**src/rtl/selfu_rs.sv**
```systemverilog
// Reservation station for the select functional unit: buffers dispatched ops, captures
// CDB results for waiting sources and issues the oldest fully-ready entry to the FU.
module selfu_rs #(
  parameter int unsigned DEPTH  = 4,
  parameter int unsigned TAG_W  = 4,
  parameter int unsigned DATA_W = 8
) (
  input  logic                clk_i,
  input  logic                rst_i,
  input  logic                disp_valid_i,
  output logic                disp_ready_o,
  input  logic [DATA_W-1:0]   disp_operand_i,
  input  logic [7:0]          disp_flags_i,
  input  logic [7:0]          disp_wbs_i,
  input  logic [TAG_W-1:0]    disp_robid_i,
  input  logic [1:0]          disp_rdy_i,
  input  logic [2*TAG_W-1:0]  disp_tag_i,
  input  logic [2*DATA_W-1:0] disp_val_i,
  input  logic                cdb_valid_i,
  input  logic [TAG_W-1:0]    cdb_id_i,
  input  logic [DATA_W-1:0]   cdb_val_i,
  input  logic                flush_i,
  input  logic                fu_busy_i,
  output logic                issue_transmit_o,
  output logic [DATA_W-1:0]   issue_operand_o,
  output logic [2*DATA_W-1:0] issue_depvals_o,
  output logic [7:0]          issue_wbs_o,
  output logic [7:0]          issue_flags_o,
  output logic [TAG_W-1:0]    issue_robid_o,
  output logic [3:0]          occupancy_o
);

  localparam int unsigned IdxW = (DEPTH > 1) ? $clog2(DEPTH) : 1;
  // Age is a dense rank among valid entries: 0 is the oldest.
  localparam int unsigned AgeW = IdxW;

  logic [DEPTH-1:0]   valid_q, valid_d;
  logic [1:0]         rdy_q   [DEPTH];
  logic [1:0]         rdy_d   [DEPTH];
  logic [2*TAG_W-1:0] tag_q   [DEPTH];
  logic [2*TAG_W-1:0] tag_d   [DEPTH];
  logic [2*DATA_W-1:0] val_q  [DEPTH];
  logic [2*DATA_W-1:0] val_d  [DEPTH];
  logic [DATA_W-1:0]  opnd_q  [DEPTH];
  logic [DATA_W-1:0]  opnd_d  [DEPTH];
  logic [7:0]         flags_q [DEPTH];
  logic [7:0]         flags_d [DEPTH];
  logic [7:0]         wbs_q   [DEPTH];
  logic [7:0]         wbs_d   [DEPTH];
  logic [TAG_W-1:0]   robid_q [DEPTH];
  logic [TAG_W-1:0]   robid_d [DEPTH];
  logic [AgeW-1:0]    age_q   [DEPTH];
  logic [AgeW-1:0]    age_d   [DEPTH];
  logic [3:0]         occ_q, occ_d;

  logic                transmit_q;
  logic [DATA_W-1:0]   iss_opnd_q;
  logic [2*DATA_W-1:0] iss_val_q;
  logic [7:0]          iss_wbs_q;
  logic [7:0]          iss_flags_q;
  logic [TAG_W-1:0]    iss_robid_q;

  logic            sel_found, free_found, issue_fire, disp_fire;
  logic [IdxW-1:0] sel_idx, free_idx;
  logic [AgeW-1:0] sel_age;
  logic [1:0]      src_rdy;
  logic [3:0]      new_age;

  assign disp_ready_o = !flush_i && (occ_q < 4'(DEPTH));
  assign disp_fire    = disp_valid_i && disp_ready_o;

  always_comb begin
    sel_found  = 1'b0;
    sel_idx    = '0;
    sel_age    = '0;
    free_found = 1'b0;
    free_idx   = '0;
    for (int i = 0; i < DEPTH; i++) begin
      if (valid_q[i] && (&rdy_q[i]) && (!sel_found || age_q[i] < sel_age)) begin
        sel_found = 1'b1;
        sel_idx   = IdxW'(i);
        sel_age   = age_q[i];
      end
      if (!valid_q[i] && !free_found) begin
        free_found = 1'b1;
        free_idx   = IdxW'(i);
      end
    end
  end

  assign issue_fire = sel_found && !fu_busy_i && !flush_i;
  // Src1 counts as ready when it is an immediate.
  assign src_rdy    = disp_rdy_i | {disp_flags_i[1], 1'b0};
  assign new_age    = occ_q - 4'(issue_fire);

  always_comb begin
    valid_d = valid_q;
    rdy_d   = rdy_q;
    tag_d   = tag_q;
    val_d   = val_q;
    opnd_d  = opnd_q;
    flags_d = flags_q;
    wbs_d   = wbs_q;
    robid_d = robid_q;
    age_d   = age_q;
    occ_d   = occ_q + 4'(disp_fire) - 4'(issue_fire);

    for (int i = 0; i < DEPTH; i++) begin
      for (int s = 0; s < 2; s++) begin
        if (valid_q[i] && !rdy_q[i][s] && cdb_valid_i &&
            tag_q[i][s*TAG_W +: TAG_W] == cdb_id_i) begin
          rdy_d[i][s]                  = 1'b1;
          val_d[i][s*DATA_W +: DATA_W] = cdb_val_i;
        end
      end
      if (issue_fire && valid_q[i] && age_q[i] > sel_age) begin
        age_d[i] = age_q[i] - AgeW'(1);
      end
    end

    if (issue_fire) begin
      valid_d[sel_idx] = 1'b0;
    end

    if (disp_fire) begin
      valid_d[free_idx] = 1'b1;
      tag_d[free_idx]   = disp_tag_i;
      val_d[free_idx]   = disp_val_i;
      opnd_d[free_idx]  = disp_operand_i;
      flags_d[free_idx] = disp_flags_i;
      wbs_d[free_idx]   = disp_wbs_i;
      robid_d[free_idx] = disp_robid_i;
      age_d[free_idx]   = new_age[AgeW-1:0];
      rdy_d[free_idx]   = src_rdy;
      for (int s = 0; s < 2; s++) begin
        if (!src_rdy[s] && cdb_valid_i && disp_tag_i[s*TAG_W +: TAG_W] == cdb_id_i) begin
          rdy_d[free_idx][s]                  = 1'b1;
          val_d[free_idx][s*DATA_W +: DATA_W] = cdb_val_i;
        end
      end
    end

    if (flush_i) begin
      valid_d = '0;
      occ_d   = '0;
    end
  end

  always_ff @(posedge clk_i) begin
    if (rst_i) begin
      valid_q     <= '0;
      occ_q       <= '0;
      transmit_q  <= 1'b0;
      iss_opnd_q  <= '0;
      iss_val_q   <= '0;
      iss_wbs_q   <= '0;
      iss_flags_q <= '0;
      iss_robid_q <= '0;
      for (int i = 0; i < DEPTH; i++) begin
        rdy_q[i]   <= '0;
        tag_q[i]   <= '0;
        val_q[i]   <= '0;
        opnd_q[i]  <= '0;
        flags_q[i] <= '0;
        wbs_q[i]   <= '0;
        robid_q[i] <= '0;
        age_q[i]   <= '0;
      end
    end else begin
      valid_q    <= valid_d;
      occ_q      <= occ_d;
      transmit_q <= issue_fire;
      if (issue_fire) begin
        iss_opnd_q  <= opnd_q[sel_idx];
        iss_val_q   <= val_q[sel_idx];
        iss_wbs_q   <= wbs_q[sel_idx];
        iss_flags_q <= flags_q[sel_idx];
        iss_robid_q <= robid_q[sel_idx];
      end
      for (int i = 0; i < DEPTH; i++) begin
        rdy_q[i]   <= rdy_d[i];
        tag_q[i]   <= tag_d[i];
        val_q[i]   <= val_d[i];
        opnd_q[i]  <= opnd_d[i];
        flags_q[i] <= flags_d[i];
        wbs_q[i]   <= wbs_d[i];
        robid_q[i] <= robid_d[i];
        age_q[i]   <= age_d[i];
      end
    end
  end

  assign issue_transmit_o = transmit_q;
  assign issue_operand_o  = iss_opnd_q;
  assign issue_depvals_o  = iss_val_q;
  assign issue_wbs_o      = iss_wbs_q;
  assign issue_flags_o    = iss_flags_q;
  assign issue_robid_o    = iss_robid_q;
  assign occupancy_o      = occ_q;

endmodule

```
**config.mk**
```make
export PLATFORM = sky130hd
export DESIGN_NAME = selfu_rs
export DESIGN_NICKNAME = d
export VERILOG_FILES = /design/src/rtl/selfu_rs.sv
export SDC_FILE = /design/constraint.sdc
export NUM_CORES = 1
export LEC_CHECK = 0
export CORE_UTILIZATION = 40
export DETAILED_ROUTE_END_ITERATION = 6
export HOLD_SLACK_MARGIN = 0.08
export SYNTH_ARGS = -nofsm -noshare
export SYNTH_HDL_FRONTEND = slang
export SYNTH_SLANG_ARGS = --single-unit
```
**constraint.sdc**
```tcl
create_clock -name clk_i -period 8.29 [get_ports clk_i]
set_input_delay 1.2435 -clock clk_i [delete_from_list [all_inputs] [get_ports clk_i]]
set_output_delay 1.2435 -clock clk_i [all_outputs]
set_load 0.02 [all_outputs]
```
; Yosys cells after proc, flatten, opt, wreduce, memory -nomap -nowiden
; Cells that the tools add are included.
[totals]
regBits = 277
inputBits = 72
out_inout_bits = 50
elab_cells = 254
[op_classes]
addsub = 7
n_lt_le_gt_ge = 15
eq_ne = 10
n_mux = 93
bitwise = 8
reduce_logical = 81
[op_table]
columns = operator, count
row1 = two-way mux 64 bit, 4
row2 = bitwise mux 64 bit, 3
row3 = two-way mux 8 bit, 21
row4 = bitwise mux 32 bit, 4
row5 = demux 16 bit (select 2 bit), 3
row6 = two-way mux 16 bit, 4
row7 = logical AND 1 bit, 53
row8 = binary-select mux 8 bit (select 2 bit), 3
row9 = equality test 4 bit, 10
row10 = binary-select mux 16 bit (select 2 bit), 1
row11 = two-way mux 2 bit, 14
row12 = zero test 1 bit, 20
row13 = two-way mux 1 bit, 20
row14 = two-way mux 4 bit, 5
row15 = bitwise mux 16 bit, 1
row16 = bitwise mux 8 bit, 2
row17 = demux 8 bit (select 2 bit), 1
row18 = bitwise OR 8 bit, 2
row19 = demux 2 bit (select 2 bit), 3
row20 = binary-select mux 4 bit (select 2 bit), 1
row21 = demux 4 bit (select 2 bit), 1
row22 = greater-than comparator 2 bit, 4
row23 = AND reduction 2 bit, 4
row24 = "subtractor 2 x 1 -> 2 bit, second input constant", 4
row25 = 17 further kinds, 26

; Longest topological paths before layout
; Gate-level depths: netlist of run 1.
[depth]
ltp_word = 24
mapped_depth = 21
ltp_nobuf = 18

; Least setup slack after synthesis of run 1
; OpenSTA, ideal clock, no wires.
[synth_timing]
path_type = register to register
startpoint = reg valid_q[0]
endpoint = reg age_q[3] in the netlist's numbering
setup_ns = 0.091
arrival_ns = 4.238
required_ns = 8.199
setup_slack_ns = 3.961
path_stages_with_launch = 21
n_path_buf = 3
period_less_slack_ns = 4.329
path_cell_list = dfxtp_1 > buf_2 > and3_1 > nand2_1 > ha_1 > or2_2 > a211oi_1 > o22a_1 > o21ai_1 > a211oi_1 > maj3_2 > o21ai_2 > buf_6 > buf_6 > o21ai_0 > ha_1 > nor2_1 > maj3_1 > nand3_1 > or3_1 > a311oi_1
[synth_via]
elab_chain_cells = 21
word_cells_on_any_way = 47
[synth_rtl]
columns = item, line_no
row1 = from (decl), 37  ; logic [DEPTH-1:0] valid_q, valid_d;
row2 = from (signal assigned), 170  ; valid_q <= valid_d;
row3 = branches (longest 20 deep; another with less-than comparator 2 bit), n/a
row4 = two-way mux 8 bit (*), 125  ; if (disp_fire) begin
row5 = "to (signal, indexed assignment)", 188  ; age_q[i] <= age_d[i];
row6 = to (decl), 52  ; logic [AgeW-1:0] age_q [DEPTH];
; Every way passes the cells marked *.
; A chain may end at the register's enable or synchronous reset.

; Worst setup path in the final report of run 1
[layout_timing]
startpoint = reg valid_q[0]
endpoint = reg age_q[5] in the netlist's numbering
; The elaborated chain is that of the path after synthesis.

==> results of run 1 <==
## worst min-delay path, stage by stage (launching register included)
cell,delay (ps)
dfxtp_1,310
nand2_1,50
a21oi_1,50
## placed cells by master (no fill, tap or decap), drive strengths merged, types with 6 or more instances in the layout
master	Yosys	routed
dfxtp	277	277
clkdlybuf4s50	0	120
a21o	6	6
nand2	390	390
nor2	140	140
a311oi	12	12
o21ai	21	21
a21oi	226	226
clkbuf	114	45
nand3	12	12
nand4	18	18
clkinv	0	6
mux2i	60	60
xor2	14	14
mux2	64	64
buf	16	19
ha	12	12
a211oi	109	109
nor3	14	14
inv	21	21
xnor2	31	31
## registers in the layout (all words and copies together) (netlist names)
name	count
age_q	8
flags_q	32
issue_depvals_o	16
issue_flags_o	8
issue_operand_o	8
issue_robid_o	4
issue_transmit_o	1
issue_wbs_o	8
occupancy_o	4
opnd_q	32
rdy_q	8
robid_q	16
tag_q	32
val_q	64
valid_q	4
wbs_q	32
## cell families (layout without fill, tap and decap cells)
| family | count (synthesis) | in the layout | synth area share, % |
|---|---|---|---|
| buffers and inverters | 151 | 214 | 4.686 |
| multiplexers | 124 | 124 | 10.29 |
| XOR/XNOR | 45 | 45 | 3.069 |
| adder cells (fa/ha/maj) | 16 | 16 | 1.569 |
| flip-flops | 277 | 277 | 43.18 |
| AND/OR/NAND/NOR | 590 | 590 | 18.26 |
| AO/OA/AOI/OAI | 399 | 399 | 18.95 |
## where the power goes
group	switching [W]	internal, W
combinational	0.000105	0.0000739
clock	0.000539	0.000808
sequential	0.0000114	0.00135
total	0.000655	0.00223
## cell usage after synthesis, drive strengths merged, types with 3 or more instances
| cell | instances |
|---|---|
| xnor2 | 31 |
| nor2 | 140 |
| a221oi | 4 |
| mux2 | 64 |
| mux2i | 60 |
| inv | 21 |
| maj3 | 3 |
| nand3 | 12 |
| or3 | 5 |
| o21ai | 21 |
| nor3 | 14 |
| nand4 | 18 |
| ha | 12 |
| a311oi | 12 |
| xor2 | 14 |
| a21oi | 226 |
| clkbuf | 114 |
| a211oi | 109 |
| nor2b | 3 |
| a21o | 6 |
| a31oi | 3 |
| and3 | 3 |
| buf | 16 |
| dfxtp | 277 |
| nand2 | 390 |
## worst max-delay path by stage
stage,slack (ps),endpoint,cells after the start,from
after floorplan,3960,age_q[3]$_SDFF_PP0_,20,valid_q[0]$_SDFF_PP0_
after global placement,2790,age_q[5]$_SDFF_PP0_,19,valid_q[0]$_SDFF_PP0_
after detailed placement,2680,age_q[5]$_SDFF_PP0_,19,valid_q[0]$_SDFF_PP0_
after CTS,2660,age_q[5]$_SDFF_PP0_,19,valid_q[0]$_SDFF_PP0_
after global routing,2160,age_q[5]$_SDFF_PP0_,19,valid_q[0]$_SDFF_PP0_
final,2610,age_q[5]$_SDFF_PP0_,19,valid_q[0]$_SDFF_PP0_
## final cells by class
class	count	area (sq um)	area share (%)
clock buffer	44	864.6	5.672
sequential	277	5545	36.38
multi-input combinational	1174	6774	44.44
clock inverter	9	120.1	0.7880
inverter	21	78.83	0.5171
timing repair buffer	140	1358	8.906
tap	402	503.0	3.300
## metal layers
layer  track usage [%]  up-vias  share of wire [%]
met3             3.145       66                6.0
met1             31.67     5308                 46
met5                 0        -                  0
met2             36.26      341                 45
li1                  -     5599                  -
met4             6.610        0                2.4
## metrics by stage
stage	utilization [%]	std cells	total power, W	cell area [sq um]	hold slack [ps]
floorplan	-	1602	0.001492	12840	435.7
global placement	45.19	2014	0.001567	14260	440.9
detailed placement	45.19	2014	0.001570	14260	445.8
CTS	48.31	2067	0.002912	15240	454.5
global route	48.31	2067	0.002994	15240	469.5
finish	48.31	2067	0.002887	15240	453.1
==> results.md, run 1 <==
* Result of the run: finished, violations left
* Violations in the final reports: DRC
* Pre-CTS worst setup slack at 2685 ps
* First-pass iteration count of the detailed router at 7
* Total routed wirelength at 37540 um
* Floorplan Core Area at 31560 sq um
* Total CTS buffers at 30
* Number of distinct library cells after synthesis at 53
* Pin count of the biggest net entering global routing at 105
* Overflow after GRT at 0
* Post-CTS setup-driven buffer insertion count at 0
* Clk_skew at 10.13 ps
* Resized Gates After CTS at 0
* Clk slew on worst S/H paths at 60 ps
* Flop and latch count out of synthesis at 277
* Setup Total Neg Slack at 0 ps
* Asr flop ratio synth at 0%
* CP dominant cell by count: nand2_1
* Fraction of final layout cells with drive strength greater than 1 at 8.889%
* Min Tclk post-route at 5676 ps
* Total of buffers placed on input and output ports at 121
* Area growth from synthesis to layout at 18.70%
* Std-Cell Rows at 65
* Antenna viol nets, final at 0
* Die boundary height at 181.2 um
* Worst relative slew slack at 28.73%
* Fmax achieved at 0.1762 GHz
* Vias post-DR at 11310
* Top cell type's share of synthesized area at 43.18%
* GRT Util Overall at 22.67%
* TritonCTS clock tree: built
* Post-synthesis net count at 1687
* Critical path data required time at 8750 ps
* Maximum clock path buffer count at 3
* RSZ-0062 raised after global routing: no
* Initial antenna violation count at 0
* Horizontal die dimension at 181.2 um
* Maximum level of the CTS H-tree at 1
* Beginning of the worst hold path: flags_q[30]$_SDFFE_PP0P_
* Pwr dens at 189.4 nW/um^2
* Routed wire per std cell at 18.16 um
* RR Startpoint: valid_q[0]$_SDFF_PP0_
* Ports at 122
* Via-per-instance ratio at 5.474
* Post-synthesis instance area at 12840 sq um
* Worst flop-to-flop path endpoint: age_q[5]$_SDFF_PP0_
* Per-instance average area after synthesis at 8.016 sq um
* Yosys warning total at 0
* Static leakage at 5.432 nW
* Cell family contributing the most delay on the critical path: buffers and inverters
* Number of synthesized flops with an enable pin at 0
* Transition time at the pin with the least slew margin at 1069 ps
* Tcrit/Tclk final at 68.47%
* Crit Path Class: register to register
* First-pass GRT wire length at 59650 um
* Delay contributed by the slowest stage of the critical path at 840 ps
* DPL Wire Length at 21980 um
* Biggest area contributors in the synthesized netlist: dfxtp_1, nand2_1, a21oi_1, a211oi_1, mux2_2
* Count of cells along the worst hold path at 2
* Worst Setup Slack, final at 2614 ps
* Worst Reg2Reg Path Length in Cells at 19
* Highest fanout seen on the critical path at 58
* Cell-by-cell listing of the critical path: and3_1 > nand2_1 > ha_1 > a211o_1 > nand2_1 > buf_4 > o211a_1 > a211oi_1 > maj3_2 > o21ai_4 > buf_4 > nand2_1 > o21ai_0 > ha_1 > nor2_1 > maj3_1 > nand3_1 > or3_1 > a311oi_1
* Placer congestion estimate at 0.8538
* Count of final max-slew check failures at 0
* Worst voltage drop across the vdd grid at 0.0001543 V
* Number of filler instances in the final layout at 3032
* Number of violations of the max-capacitance limit at 0
* Worst path bufs/invs at 2
* Post-synth top flop: dfxtp_1
* Number of remaining DRC errors at 1
* Share of synthesized area occupied by flip-flops and latches at 43.18%
* CTS Root Cell: clkbuf_16
* Clock sink count at 277
* Net count reported at finish at 1729
* Crit path DAT at 6130 ps
* Hold violation total from the final report at 0
* Destination of the worst hold path: flags_q[30]$_SDFFE_PP0P_
* Insertion delay to the later sink of the worst-skew pair at 550 ps
* Class of the most critical hold timing path: register to register
* Reg2Reg Setup Slack at 2610 ps
* Element type at the critical path end: register
* Kind of start point of the critical path: register
* Diode insertion count for antenna repair at 0
* Cell accounting for the most synthesized area: dfxtp_1
* Number of global-route vias before repair at 10700
* Hold-fix buffers at CTS at 0
* Area of the die at 32830 sq um
* Starting DRT DRC Count at 914
* Worst-path cell with the longest stage delay: buf_4
* Initial Utilization at 40.70%
* Final setup fails at 0
* Post-synthesis cell count at 1602
No activity file was read; power rests on OpenSTA's default activity.
==> run 2, diff against run 1 <==
==> constraint.sdc (replaced) <==
create_clock -name clk_i -period 5.6 [get_ports clk_i]
set_input_delay 0.84 -clock clk_i [delete_from_list [all_inputs] [get_ports clk_i]]
set_output_delay 0.84 -clock clk_i [all_outputs]
set_load 0.02 [all_outputs]
==> results.md, run 2 (same netlist as run 1, synthesis figures left out) <==
* Cell area after layout at 15260 sq um (+0.11%)
* Die boundary height at 181.2 um (unchanged)
* Placer congestion estimate at 0.8290 (-2.9%)
* Fmax achieved at 0.2129 GHz (+21%)
* Worst relative slew slack at 27.15% (-1.6 points)
* Cell family contributing the most delay on the critical path: compound AO/OA/AOI/OAI gates
* Result of the run: complete, no violations
* Largest register FFs at 64 (unchanged)
* Fraction of final layout cells with drive strength greater than 1 at 8.889% (unchanged)
* Count of final max-slew check failures at 0 (unchanged)
* First-pass iteration count of the detailed router at 5 (-2)
* Maximum level of the CTS H-tree at 1 (unchanged)
* Leading cell types in the layout, fill and taps excluded: nand2_1, dfxtp_1, a21oi_1
* Insertion delay to the later sink of the worst-skew pair at 550 ps (about the same)
* Number of remaining DRC errors at 0 (-1)
* Highest fanout seen on the critical path at 9 (-84%)
* Diode insertion count for antenna repair at 0 (unchanged)
* Worst path bufs/invs at 0 (-2)
* Min Tclk post-route at 4698 ps (-978.8 ps)
* Tcrit/Tclk final at 83.89% (+15 points)
* Clock sink count at 277 (unchanged)
* Overflow after GRT at 0 (unchanged)
* Via-per-instance ratio at 5.486 (+0.23%)
* Pin count of the biggest net entering global routing at 124 (+18%)
* Hold violation total from the final report at 0 (unchanged)
* Worst voltage drop across the vdd grid at 0.0002586 V (+68%)
* TritonCTS clock tree: built
* Transition time at the pin with the least slew margin at 1089 ps (+20.47 ps)
* Largest register by flop count: val_q
* First-pass GRT wire length at 58760 um (-1.5%)
* Element type at the critical path end: register
* Worst-path cell with the longest stage delay: dfxtp_1
* Area of the die at 32830 sq um (unchanged)
* Clk_skew at 10.10 ps (-0.03240 ps)
* Hold-fix buffers at CTS at 0 (unchanged)
* Antenna viol nets, final at 0 (unchanged)
* Area growth from synthesis to layout at 18.82%
* Ports at 122 (unchanged)
* Delay contributed by the slowest stage of the critical path at 570 ps (-270 ps)
* Total of buffers placed on input and output ports at 121 (unchanged)
* Resized Gates After CTS at 0 (unchanged)
* Static leakage at 5.431 nW (about the same)
* Initial antenna violation count at 0 (unchanged)
* Most common cell after layout, fill and taps aside: nand2_1
* Horizontal die dimension at 181.2 um (unchanged)
* DP Area at 14290 sq um (+0.19%)
* Reg2Reg Setup Slack at 900 ps (-1710 ps)
* Maximum clock path buffer count at 3 (unchanged)
* DPL Wire Length at 21420 um (-2.5%)
* Total routed wirelength at 37180 um (-0.95%)
* Std-Cell Rows at 65 (unchanged)
* Vias post-DR at 11340 (+0.23%)
* Floorplan Core Area at 31560 sq um (unchanged)
* Initial Utilization at 40.70% (unchanged)
* GRT Util Overall at 22.25% (-0.42 points)
* RSZ-0062 raised after global routing: no
* Number of global-route vias before repair at 10640 (-0.54%)
* Crit path DAT at 5160 ps (-970 ps)
* Class of the most critical hold timing path: register to register
* Kind of start point of the critical path: register
* Setup Total Neg Slack at 0 ps (unchanged)
* Clk slew on worst S/H paths at 60 ps (about the same)
* Post-CTS setup-driven buffer insertion count at 0 (unchanged)
* CTS Root Cell: clkbuf_16
* Crit Path Class: register to register
* Number of violations of the max-capacitance limit at 0 (unchanged)
* Cell-by-cell listing of the critical path: and3_1 > nand2_1 > ha_1 > or2_2 > a211oi_1 > o22a_1 > o21ai_1 > a211oi_1 > maj3_2 > o21ai_4 > o21ai_0 > ha_1 > nor2_1 > maj3_1 > nand3_1 > or3_1 > a311oi_1
* Critical path data required time at 6060 ps (-2690 ps)
* Total CTS buffers at 31 (+3.3%)
* Final setup fails at 0 (unchanged)
* Starting DRT DRC Count at 919 (+0.55%)
* Pwr dens at 279.3 nW/um^2 (+47%)
* Routed wire per std cell at 17.99 um (-0.95%)
* Net count reported at finish at 1732 (+0.17%)
## run 2: worst paths after layout
path                         startpoint                    end  depth (start not counted)
hold / removal    wbs_q[3]$_SDFFE_PP0P_  wbs_q[3]$_SDFFE_PP0P_                          2
hold reg to reg   wbs_q[3]$_SDFFE_PP0P_  wbs_q[3]$_SDFFE_PP0P_                          2
setup reg to reg  valid_q[0]$_SDFF_PP0_    age_q[3]$_SDFF_PP0_                         17
setup / recovery  valid_q[0]$_SDFF_PP0_    age_q[3]$_SDFF_PP0_                         17
## run 2: area by class of cell
type,instances,area [sq um]
inverter,21,78.83
multi-input combinational,1174,6774
clock buffer,46,892.1
timing repair buffer,142,1385
tap,402,503.0
clock inverter,5,81.33
sequential,277,5545
fill,3052,16300
## run 2: power by group
| part | total [W] | switching [W] | leakage [nW] | internal, W |
|---|---|---|---|---|
| Combinational | 0.000266 | 0.000155 | 2.72 | 0.000111 |
| Clock | 0.00198 | 0.000801 | 0.473 | 0.00118 |
| Sequential | 0.00202 | 0.0000168 | 2.24 | 0.00200 |
## run 2: worst register-to-register path, cell delays in order (launching register included)
cell	delay (ps)
dfxtp_1	570
and3_1	340
nand2_1	80
ha_1	330
or2_2	290
a211oi_1	370
o22a_1	170
o21ai_1	70
a211oi_1	270
maj3_2	310
o21ai_4	70
o21ai_0	420
ha_1	320
nor2_1	100
maj3_1	170
nand3_1	130
or3_1	350
a311oi_1	250
## run 2: metrics by stage
step           total power (W)  utilization (%)  instances  setup WS (ps)  hold WS (ps)
5_1_grt               0.004413            48.36       2067          582.3         465.5
4_1_cts               0.004302            48.36       2067          959.1         453.9
3_5_place_dp          0.002324            45.27       2016          954.3         446.0
3_3_place_gp          0.002321            45.27       2016           1079         440.4
2_1_floorplan         0.002208                -       1602           1272         435.7
6_report              0.004261            48.36       2067          902.4         451.8
## run 2: routing by layer
metal / routed length, um / GRT usage, % / vias to the layer above / share of wire [%]
li1: - / - / 5586 / -
met1: 17090 / 30.48 / 5383 / 46
met2: 17120 / 36.62 / 325 / 46
met3: 2371 / 3.487 / 46 / 6.4
met4: 596 / 5.119 / 0 / 1.6
met5: 0 / 0 / - / 0
==> run 3, diff against run 2 <==
==> constraint.sdc (replaced) <==
create_clock -name clk_i -period 4.4 [get_ports clk_i]
set_input_delay 0.66 -clock clk_i [delete_from_list [all_inputs] [get_ports clk_i]]
set_output_delay 0.66 -clock clk_i [all_outputs]
set_load 0.02 [all_outputs]
==> results.md, run 3 (same netlist as run 1, synthesis figures left out) <==
* RR Startpoint: rdy_q[7]$_SDFF_PP0_
* Worst Reg2Reg Path Length in Cells at 17 (unchanged)
* Maximum clock path buffer count at 3 (unchanged)
* Antenna viol nets, final at 0 (unchanged)
* Fmax achieved at 0.2447 GHz (+15%)
* Pin count of the biggest net entering global routing at 137 (+10%)
* DPL Wire Length at 22130 um (+3.3%)
* Placer congestion estimate at 0.8312 (+0.27%)
* Diode insertion count for antenna repair at 0 (unchanged)
* Static leakage at 5.519 nW (+1.6%)
* Die boundary height at 181.2 um (unchanged)
* Crit Path Class: register to register
* GR Util met1 at 31.07% (+0.59 points)
* Via-per-instance ratio at 5.492 (+0.10%)
* Element type at the critical path end: register
* Std-Cell Rows at 65 (unchanged)
* First-pass GRT wire length at 59510 um (+1.3%)
* Largest register FFs at 64 (unchanged)
* Layer with the highest usage after global routing: met2
* Number of global-route vias before repair at 10780 (+1.3%)
* Ports at 122 (unchanged)
* Vias post-DR at 11410 (+0.63%)
* Highest fanout seen on the critical path at 4 (-5)
* Count of final max-slew check failures at 0 (unchanged)
* Most common cell after layout, fill and taps aside: nand2_1
* Hold-fix buffers at CTS at 0 (unchanged)
* Delay contributed by the slowest stage of the critical path at 360 ps (-210 ps)
* Floorplan Core Area at 31560 sq um (unchanged)
* Clk pwr share at 47.0% (+0.6 points)
* Hold violation total from the final report at 0 (unchanged)
* Initial Utilization at 40.70% (unchanged)
* Crit path DAT at 4550 ps (-610 ps)
* First-pass iteration count of the detailed router at 5 (unchanged)
* Cell area after layout at 15420 sq um (+1.0%)
* CTS Root Cell: clkbuf_16
* Critical path data required time at 4860 ps (-1200 ps)
* Global routing usage on met2 at 36.91% (+0.29 points)
* Total routed wirelength at 37350 um (+0.46%)
* Number of filler instances in the final layout at 3088 (+1.2%)
* Leading cell types in the layout, fill and taps excluded: nand2_1, dfxtp_1, a21oi_1
* Resized Gates After CTS at 0 (unchanged)
* RSZ-0062 raised after global routing: no
* Total CTS buffers at 31 (unchanged)
* Switching power as a share of total power at 22.97% (+0.12 points)
* Maximum level of the CTS H-tree at 1 (unchanged)
* Switching component of the power at 0.001261 W (+30%)
* Class of the most critical hold timing path: register to register
* Number of remaining DRC errors at 0 (unchanged)
* Worst flop-to-flop path endpoint: age_q[5]$_SDFF_PP0_
* Clock sink count at 277 (unchanged)
* Initial antenna violation count at 0 (unchanged)
* Worst voltage drop across the vdd grid at 0.0002992 V (+16%)
* M3 GR Usage at 2.620% (-0.87 points)
* Overflow after GRT at 0 (unchanged)
* Largest register by flop count: val_q
* Post-CTS setup-driven buffer insertion count at 0 (unchanged)
* Reg2Reg Setup Slack at 310 ps (-590 ps)
* Tcrit/Tclk final at 92.88% (+9.0 points)
* Worst setup startpoint: rdy_q[7]$_SDFF_PP0_
* Area growth from synthesis to layout at 20.06%
* Fraction of final layout cells with drive strength greater than 1 at 9.726% (+0.84 points)
* Relative contribution of sequential cells to total power at 46.7% (-0.6 points)
* Internal power of the cells at 0.004231 W (+29%)
* Cell-by-cell listing of the critical path: and3_1 > nand2_1 > ha_1 > or2_2 > a211oi_1 > o22a_1 > o21ai_1 > a211oi_1 > maj3_2 > o21ai_4 > o21ai_2 > ha_1 > nor2_1 > maj3_1 > nand3_1 > or3_1 > a311oi_1
* DP Area at 14410 sq um (+0.88%)
* Worst-path cell with the longest stage delay: dfxtp_1
* Setup Total Neg Slack at 0 ps (unchanged)
* Area of the die at 32830 sq um (unchanged)
* Worst setup path endpoint: age_q[5]$_SDFF_PP0_
* Routed wire per std cell at 17.98 um (about the same)
* Kind of start point of the critical path: register
* Sum of internal, switching and leakage power at 0.005492 W (+29%)
* Net count reported at finish at 1742 (+0.58%)
* Min Tclk post-route at 4087 ps (-611.0 ps)
* TritonCTS clock tree: built
* GRT Util Overall at 22.45% (+0.20 points)
* Number of violations of the max-capacitance limit at 0 (unchanged)
* Clk_skew at 28.04 ps (+17.94 ps)
* Combinational Power Share at 6.3% (about the same)
* Core utilization of the finished layout at 48.86% (+0.50 points)
* Total of buffers placed on input and output ports at 121 (unchanged)
* Result of the run: complete, no violations
* Final setup fails at 0 (unchanged)
* Horizontal die dimension at 181.2 um (unchanged)
* Insertion delay to the later sink of the worst-skew pair at 560 ps (about the same)
* Transition time at the pin with the least slew margin at 995.7 ps (-93.78 ps)
* Pwr dens at 356.2 nW/um^2 (+28%)
* Clk slew on worst S/H paths at 60 ps (about the same)
* Worst relative slew slack at 33.62% (+6.5 points)
* Starting DRT DRC Count at 716 (-22%)
## run 3: changes by cell type in the layout (fill, tap and decap cells not counted), moves of 3 or more
| cell | change |
|---|---|
| buf_12 | +4 |
| buf_4 | +6 |
| clkbuf_1 | -3 |
| clkinv_2 | +3 |
## run 3: layout make-up
| class | count | area (sq um) | area share [%] |
|---|---|---|---|
| well taps | 402 | 503.0 | 3.262 |
| multi-input cells | 1174 | 6778 | 43.96 |
| clock inverters | 10 | 136.4 | 0.8845 |
| clock buffers | 42 | 867.1 | 5.624 |
| flip-flops and latches | 277 | 5545 | 35.97 |
| inverters | 21 | 78.83 | 0.5112 |
| repair buffers | 152 | 1510 | 9.795 |
## run 3: per-stage QoR
step | instances | setup WS (ps) | hold WS [ps]
after global routing | 2078 | 34.28 | 466.8
after detailed placement | 2026 | 42.61 | 446.1
final | 2078 | 313.4 | 451.3
after floorplan | 1602 | 71.50 | 435.7
after CTS | 2078 | 54.81 | 454.5
after global placement | 2026 | 174.6 | 440.5
## run 3: power groups by stage
stage / combinational [W] / clock (W) / sequential [W]
floorplan: 0.000194 / 0 / 0.00262
global placement: 0.000341 / 0 / 0.00262
detailed placement: 0.000344 / 0 / 0.00262
CTS: 0.000346 / 0.00262 / 0.00256
global route: 0.000380 / 0.00273 / 0.00257
finish: 0.000347 / 0.00258 / 0.00256
## run 3: per-layer routing
metal  part of all wire, %  wire [um]  vias up
met2                    46      17150      323
met1                    47      17510     5424
met3                   5.3       1971       52
li1                      -          -     5613
met4                   1.9        725        0
met5                     0          0        -
## run 3: worst min path at each step
stage / from / endpoint / slack [ps] / cells after the start
final: wbs_q[6]$_SDFFE_PP0P_ / wbs_q[6]$_SDFFE_PP0P_ / 450 / 2
after detailed placement: flags_q[1]$_SDFFE_PP0P_ / flags_q[1]$_SDFFE_PP0P_ / 450 / 2
after global routing: opnd_q[19]$_SDFFE_PP0P_ / opnd_q[19]$_SDFFE_PP0P_ / 470 / 2
after global placement: wbs_q[3]$_SDFFE_PP0P_ / wbs_q[3]$_SDFFE_PP0P_ / 440 / 2
after floorplan: flags_q[0]$_SDFFE_PP0P_ / flags_q[0]$_SDFFE_PP0P_ / 440 / 2
after CTS: opnd_q[1]$_SDFFE_PP0P_ / opnd_q[1]$_SDFFE_PP0P_ / 450 / 2
## run 3: critical path, delay by kind of cell, from the launching register on
family	cells	cell delay, ps
flip-flops	1	360
AO/OA/AOI/OAI	7	1450
AND/OR/NAND/NOR	6	1080
adder cells (fa/ha/maj)	4	1080
